`config.mk`:
```
export PLATFORM = sky130hd
export DESIGN_NAME = pc_sequencer
export DESIGN_NICKNAME = d
export VERILOG_FILES = /design/src/rtl/pc_sequencer.sv
export SDC_FILE = /design/constraint.sdc
export NUM_CORES = 1
export LEC_CHECK = 0
export ABC_AREA = 1
export CELL_PAD_IN_SITES_DETAIL_PLACEMENT = 0
export CELL_PAD_IN_SITES_GLOBAL_PLACEMENT = 1
export CORE_UTILIZATION = 31
export DETAILED_ROUTE_END_ITERATION = 10
export HOLD_SLACK_MARGIN = 0.05
export MAX_ROUTING_LAYER = met4
export PLACE_DENSITY_LB_ADDON = 0.1
export SLEW_MARGIN = 10
export SYNTH_ARGS = -nofsm -noshare
export SYNTH_HDL_FRONTEND = slang
export SYNTH_SLANG_ARGS = --single-unit
```
`constraint.sdc`:
```
create_clock -name clk -period 3.8 [get_ports clk]
set_input_delay 0.95 -clock clk [delete_from_list [all_inputs] [get_ports clk]]
set_output_delay 0.95 -clock clk [all_outputs]
set_load 0.01 [all_outputs]
```
`src/rtl/pc_sequencer.sv`:
```
// pc_sequencer: program counter for the instruction-fetch stage.
// Holds the PC and picks the next one each cycle from four sources:
// sequential, conditional branch, absolute jump or register jump.
// A BOOT/RUN/HALT state machine decides when the PC is a valid fetch address.
// Optional feature: define PC_RAS_EN to build a circular return-address
// stack that predicts register-jump targets. Without it the stack outputs
// are tied off (ras_top=0, ras_hit=0, ras_empty=1).
module pc_sequencer #(
  parameter int unsigned       ADDR_W       = 32,
  parameter int unsigned       INC          = 4,
  parameter logic [ADDR_W-1:0] RESET_VECTOR = '0,
  parameter int unsigned       RAS_DEPTH    = 4
) (
  input  logic              clk,
  input  logic              reset,
  input  logic              stall,
  input  logic              halt,
  input  logic              resume,
  input  logic [1:0]        mode,
  input  logic              br_taken,
  input  logic [15:0]       br_imm,
  input  logic [ADDR_W-7:0] j_target,
  input  logic [ADDR_W-1:0] reg_target,
  input  logic              call,
  input  logic              ret,
  output logic [ADDR_W-1:0] pc_q,
  output logic [ADDR_W-1:0] pc_plus,
  output logic              pc_valid,
  output logic [ADDR_W-1:0] ras_top,
  output logic              ras_hit,
  output logic              ras_empty
);

  localparam logic [1:0] MODE_SEQ    = 2'b00;
  localparam logic [1:0] MODE_BRANCH = 2'b01;
  localparam logic [1:0] MODE_JUMP   = 2'b10;
  localparam logic [1:0] MODE_JREG   = 2'b11;

  localparam logic [ADDR_W-1:0] INC_W = ADDR_W'(INC);

  typedef enum logic [1:0] {
    ST_BOOT = 2'd0,
    ST_RUN  = 2'd1,
    ST_HALT = 2'd2
  } state_t;

  state_t            state_q;
  state_t            state_d;
  logic              advance;
  logic [ADDR_W-1:0] pc_next;
  logic [ADDR_W-1:0] br_offset;
  logic [ADDR_W-1:0] br_dest;
  logic [ADDR_W-1:0] jump_dest;

  // Sequential address and the path-specific candidate targets. All of this
  // is modulo 2^ADDR_W, so overflow and underflow simply wrap.
  assign pc_plus   = pc_q + INC_W;
  assign br_offset = ADDR_W'($signed(br_imm)) << 2;
  assign br_dest   = pc_plus + br_offset;
  assign jump_dest = {pc_plus[ADDR_W-1 -: 4], j_target, 2'b00};

  // State register; reset parks the sequencer in BOOT.
  always_ff @(posedge clk or posedge reset) begin
    if (reset) begin
      state_q <= ST_BOOT;
    end else begin
      state_q <= state_d;
    end
  end

  // Next state, fetch-valid flag and the PC advance enable. Halt is checked
  // before resume in RUN, and only resume matters in HALT, which gives the
  // "halt wins in RUN, resume wins in HALT" priority.
  always_comb begin
    state_d  = state_q;
    pc_valid = 1'b0;
    advance  = 1'b0;
    case (state_q)
      ST_BOOT: begin
        state_d = ST_RUN;
      end
      ST_RUN: begin
        pc_valid = 1'b1;
        if (!stall) begin
          advance = 1'b1;
          if (halt) begin
            state_d = ST_HALT;
          end
        end
      end
      ST_HALT: begin
        if (resume) begin
          state_d = ST_RUN;
        end
      end
      default: begin
        state_d = ST_BOOT;
      end
    endcase
  end

  // Next-PC selection; a branch that is not taken falls back to sequential.
  always_comb begin
    pc_next = pc_plus;
    case (mode)
      MODE_SEQ:    pc_next = pc_plus;
      MODE_BRANCH: pc_next = br_taken ? br_dest : pc_plus;
      MODE_JUMP:   pc_next = jump_dest;
      MODE_JREG:   pc_next = reg_target;
      default:     pc_next = pc_plus;
    endcase
  end

  // PC register; it only moves while running and not stalled.
  always_ff @(posedge clk or posedge reset) begin
    if (reset) begin
      pc_q <= RESET_VECTOR;
    end else if (advance) begin
      pc_q <= pc_next;
    end
  end

`ifdef PC_RAS_EN
  localparam int unsigned      PTR_W    = (RAS_DEPTH > 1) ? $clog2(RAS_DEPTH) : 1;
  localparam int unsigned      CNT_W    = $clog2(RAS_DEPTH + 1);
  localparam logic [PTR_W-1:0] PTR_LAST = PTR_W'(RAS_DEPTH - 1);
  localparam logic [CNT_W-1:0] CNT_FULL = CNT_W'(RAS_DEPTH);

  logic [ADDR_W-1:0] ras_mem [RAS_DEPTH];
  logic [PTR_W-1:0]  ras_ptr_q;
  logic [PTR_W-1:0]  ptr_inc;
  logic [PTR_W-1:0]  ptr_dec;
  logic [CNT_W-1:0]  ras_cnt_q;
  logic              ras_push;
  logic              ras_pop;

  // The stack only changes on cycles where the PC itself advances. A pop
  // needs a register jump and at least one live entry; popping an empty
  // stack is silently dropped.
  assign ras_push = advance && call;
  assign ras_pop  = advance && ret && (mode == MODE_JREG) && (ras_cnt_q != '0);
  assign ptr_inc  = (ras_ptr_q == PTR_LAST) ? '0 : ras_ptr_q + PTR_W'(1);
  assign ptr_dec  = (ras_ptr_q == '0) ? PTR_LAST : ras_ptr_q - PTR_W'(1);

  // Circular stack: ras_ptr_q names the top slot. Pushing onto a full stack
  // wraps over the oldest entry and leaves the count saturated. A combined
  // pop+push just replaces the top slot in place.
  always_ff @(posedge clk or posedge reset) begin
    if (reset) begin
      ras_ptr_q <= '0;
      ras_cnt_q <= '0;
      for (int i = 0; i < int'(RAS_DEPTH); i++) begin
        ras_mem[i] <= '0;
      end
    end else if (ras_push && ras_pop) begin
      ras_mem[ras_ptr_q] <= pc_plus;
    end else if (ras_push) begin
      ras_ptr_q        <= ptr_inc;
      ras_mem[ptr_inc] <= pc_plus;
      if (ras_cnt_q != CNT_FULL) begin
        ras_cnt_q <= ras_cnt_q + CNT_W'(1);
      end
    end else if (ras_pop) begin
      ras_ptr_q <= ptr_dec;
      ras_cnt_q <= ras_cnt_q - CNT_W'(1);
    end
  end

  // Prediction outputs; stale slots below the count are masked to zero.
  assign ras_empty = (ras_cnt_q == '0);
  assign ras_top   = ras_empty ? '0 : ras_mem[ras_ptr_q];
  assign ras_hit   = ret && (ras_top == reg_target);
`else
  logic unused_ras_inputs;

  // No stack storage: call/ret have no effect and the outputs are constant.
  assign unused_ras_inputs = &{1'b0, call, ret};
  assign ras_empty         = 1'b1;
  assign ras_top           = '0;
  assign ras_hit           = 1'b0;
`endif

endmodule

```
==> summary.log <==
[timing] final count of hold timing violations 0
[finish] number of nets at the end of the flow 1,196
[grt] pin count of the biggest net entering global routing 40
[clocking] post-CTS setup repair buffer count 0
[power_and_ir_drop] switching part of the total power 53.8%
[grt] first-pass GRT wire length 32,800 um
[synth] synthesized netlist cell count 925
[detailed_routing] first-iteration detailed-routing DRC count 500
[setup_path] crit path max fanout 5
[synth] count of flip-flops with a built-in enable after synthesis 0
[grt] GRT Util Overall 24.9%
[outcome] run status finished clean
[detailed_routing] met2 routed WL 10,200 um
[power_and_ir_drop] power per cell area 720 nW/um2
[clocking] post-cts resize count 0
[timing] maximum clock frequency 0.281 GHz
[setup_path] CP arrival 2.60 ns
[die] ports placed on the boundary 183
[synth] synth warn 0
[setup_path] type of origin of the critical path flip-flop
[run] number of violations of the max-capacitance limit 0
[synth] Avg Inst Size Synth 5.87 um2
[power_and_ir_drop] total power 5.19 mW
[detailed_routing] number of remaining DRC errors 0
[setup_path] cell with the largest stage delay on the worst path sky130_fd_sc_hd__clkdlybuf4s50_1
[die] Std-Cell Rows 48
[clocking] CTS Buf Count 5
[placement] RD Place Congestion 0.893
[finish] Area growth syn-to-layout 32.9%
[finish] ANT cells 0
[power_and_ir_drop] part of the power in registers 15.6%
[die] DIE HEIGHT 134 um
[clocking] clk root buf sky130_fd_sc_hd__clkbuf_16
[die] initial core utilization 31.6%
[clocking] CTS tree built
[finish] filler cell count in the final layout 1,956
[worst_hold_path] end point of the worst hold path state_q[1]$_DFFE_PP0P_
[setup_path] number of buffers and inverters on the critical path 2
[grt] total grt overflow 0
[power_and_ir_drop] net switching component of the power 2.80 mW
[power_and_ir_drop] Worst VDD drop 0.435 mV
[timing] number of endpoints failing setup at the final stage 0
[clocking] clock sink count 34
[clocking] Post-CTS Hold Buffers 0
[die] full die area 18,000 um2
[timing] ratio of final minimum period to clock period 93.5%
[worst_hold_path] Hold Path Class reg2reg
[detailed_routing] wl on met1 10,100 um
[detailed_routing] met3 wirelength from detailed routing 1140 um
[synth] post-synth design cell area 5430 um2
[setup_path] WP data required 2.85 ns
[timing] Relative slew margins 55.6%
[clocking] Max Root-Sink Buffers 2
[setup_path] most used cell, CP sky130_fd_sc_hd__nand2_1
[placement] half-perimeter wire length after detailed placement 18,100 um
[die] Placeable Area 17,200 um2
[setup_path] type of destination of the critical path output port
[synth] total of flip-flops plus latches after synthesis 34
[power_and_ir_drop] clock share of power 7.7%
[synth] share of synthesized area occupied by flip-flops and latches 15.7%
[timing] setup repair after global routing missed its margin false
[synth] fraction of synthesis flops using an asynchronous set or reset pin 100%
[timing] time the worst path needs with I/O delays and setup 3.55 ns
[detailed_routing] first drt pass iteration count 5
[setup_path] startpoint of the worst-slack reg-to-reg timing path pc_q[10]$_DFFE_PP0P_
[clocking] clock slew at reported path FFs 0.06 ns
[timing] Final Slew Violations 0
[setup_path] cell type group with the largest total delay on the critical path buffers and inverters
[detailed_routing] Routed WL 21,700 um
[detailed_routing] highest metal used met4
[placement] cell area after placement 7080 um2
[setup_path] Crit Path Category reg2out
[placement] Placed Instances 1,294
[placement] port buffer count 146
[die] horizontal extent of the die 134 um
[power_and_ir_drop] internal power component 2.40 mW
[power_and_ir_drop] combinational cell fraction of total power 76.7%
[setup_path] delay of the slowest cell on the worst path 0.53 ns
[timing] TNS Setup 0 ns
[worst_hold_path] hold path startpoint state_q[0]$_DFFE_PP0P_
[worst_hold_path] Hold Path Depth 1
[detailed_routing] Antenna Nets Post-Route 0
[setup_path] R2R setup slack 0.42 ns
[grt] number of antenna violations at the first check in global routing 0
[timing] hold_ws 0.496 ns
[clocking] htree depth 2
[power_and_ir_drop] leakage power 3.61 nW
[timing] maximum clock skew at final layout 0.00667 ns
[detailed_routing] wire per inst 16.7 um
[setup_path] capture instance of the worst register-to-register path pc_q[29]$_DFFE_PP0P_
[timing] slew of the pin with the lowest slew margin 0.663 ns
[setup_path] cell depth of the worst flop-to-flop path 19
[finish] Final Instance Count excl. Fillers 1,301
[grt] via count of the first global-routing pass 5,813
[synth] dominant register cell in the synthesized netlist sky130_fd_sc_hd__dfrtp_1
[setup_path] cell breakdown of the critical path nand2_1, nor2_1, nand2_1, nor2_2, xor2_1, buf_4, clkdlybuf4s50_1
[detailed_routing] number of vias in the routed layout 6,236
[synth] synth unique cells 49
[finish] finished layout cell area 7210 um2
[finish] share of final-layout standard cells stronger than drive strength 1 6.04%
[clocking] clock network latency to the later pin of the worst-skew pair 0.29 ns
[detailed_routing] Avg Vias per Cell 4.79
## placed cells by master, fill, tap and decap left out, drive strengths merged, types with 6 or more instances in the layout
cell             n
nand2          304
clkdlybuf4s50  146
inv            143
nor2            83
nand3           68
o21ai           42
a21oi           41
ha              35
conb            34
dfrtp           34
xor2            16
buf             16
nand4           15
a22o            12
or2              9
nand3b           9
o21bai           8
nor3             8
and2             7
a221oi           6
## power by group through the flow
stage               sequential, mW  clock (mW)  combinational, mW
floorplan                    0.817           0               2.33
global placement             0.821           0               3.98
detailed placement           0.814           0               3.98
CTS                          0.811       0.403               4.01
global route                 0.845       0.421               4.43
finish                       0.810       0.400               3.98
## area by class of cell
class	instances	area [um2]	area share, %
clock inverter	2	10.0	0.139
sequential	34	851	11.8
timing repair buffer	162	1580	21.9
multi-input combinational	727	3820	52.9
tap	225	282	3.90
clock buffer	5	125	1.73
inverter	146	548	7.60
## Yosys cell counts (all sizes together), types with 9 or more instances
cell type,number,share of area (%)
dfrtp,34,16
nand3b,9,1.5
nand4,15,2.0
buf,39,5.2
o21ai,42,3.9
a22o,12,1.9
clkbuf,11,0.95
a21oi,41,3.8
nand2,304,21
nor2,83,7.0
or2,9,1.0
nand3,68,6.5
inv,143,9.9
xor2,16,2.6
ha,35,8.1
## registers in the layout, summed over array words and instances (netlist names)
signal and flops:
state_q 2, pc_q 32
## cells by family after synthesis
group                      count (synthesis)  synth area share [%]
and+or+nand+nor                          505                  41.4
DFF                                       34                  15.7
adders and majority gates                 36                  8.44
buffers and inverters                    196                  16.3
other                                      2                 0.138
AOI/OAI and AO/OA                        131                  14.7
xor gates and xnor gates                  21                  3.39
## how the worst max path moves through the flow
stage,from,to,cells past startpoint
after global placement,br_imm[0],pc_q[30]$_DFFE_PP0P_,14
after global routing,pc_q[3]$_DFFE_PP0P_,pc_q[29]$_DFFE_PP0P_,21
after detailed placement,br_imm[0],pc_q[30]$_DFFE_PP0P_,14
after floorplan,pc_q[3]$_DFFE_PP0P_,pc_q[31]$_DFFE_PP0P_,23
after CTS,pc_q[2]$_DFFE_PP0P_,pc_plus[17],6
final,pc_q[10]$_DFFE_PP0P_,pc_plus[12],7
## worst register-to-register path, delay by kind of cell, from the launching register on
family	cells	cell delay, ns
DFF	1	0.47
xor gates and xnor gates	1	0.34
and+or+nand+nor	15	1.91
buffers and inverters	2	0.17
adders and majority gates	1	0.40
## per-stage QoR
step                      utilization, %  setup slack [ns]
after floorplan                        -             0.994
after global placement              41.2             0.474
after detailed placement            41.2             0.457
after CTS                           42.0             0.269
after global routing                42.0            0.0881
final                               42.0             0.247
## metal layers
layer	global-route usage, %	vias to the layer above
met5	-	-
met4	4.43	0
met3	2.72	20
met2	41.4	220
met1	32.8	2790
li1	-	3206
Power figures use the tool's default switching activity.
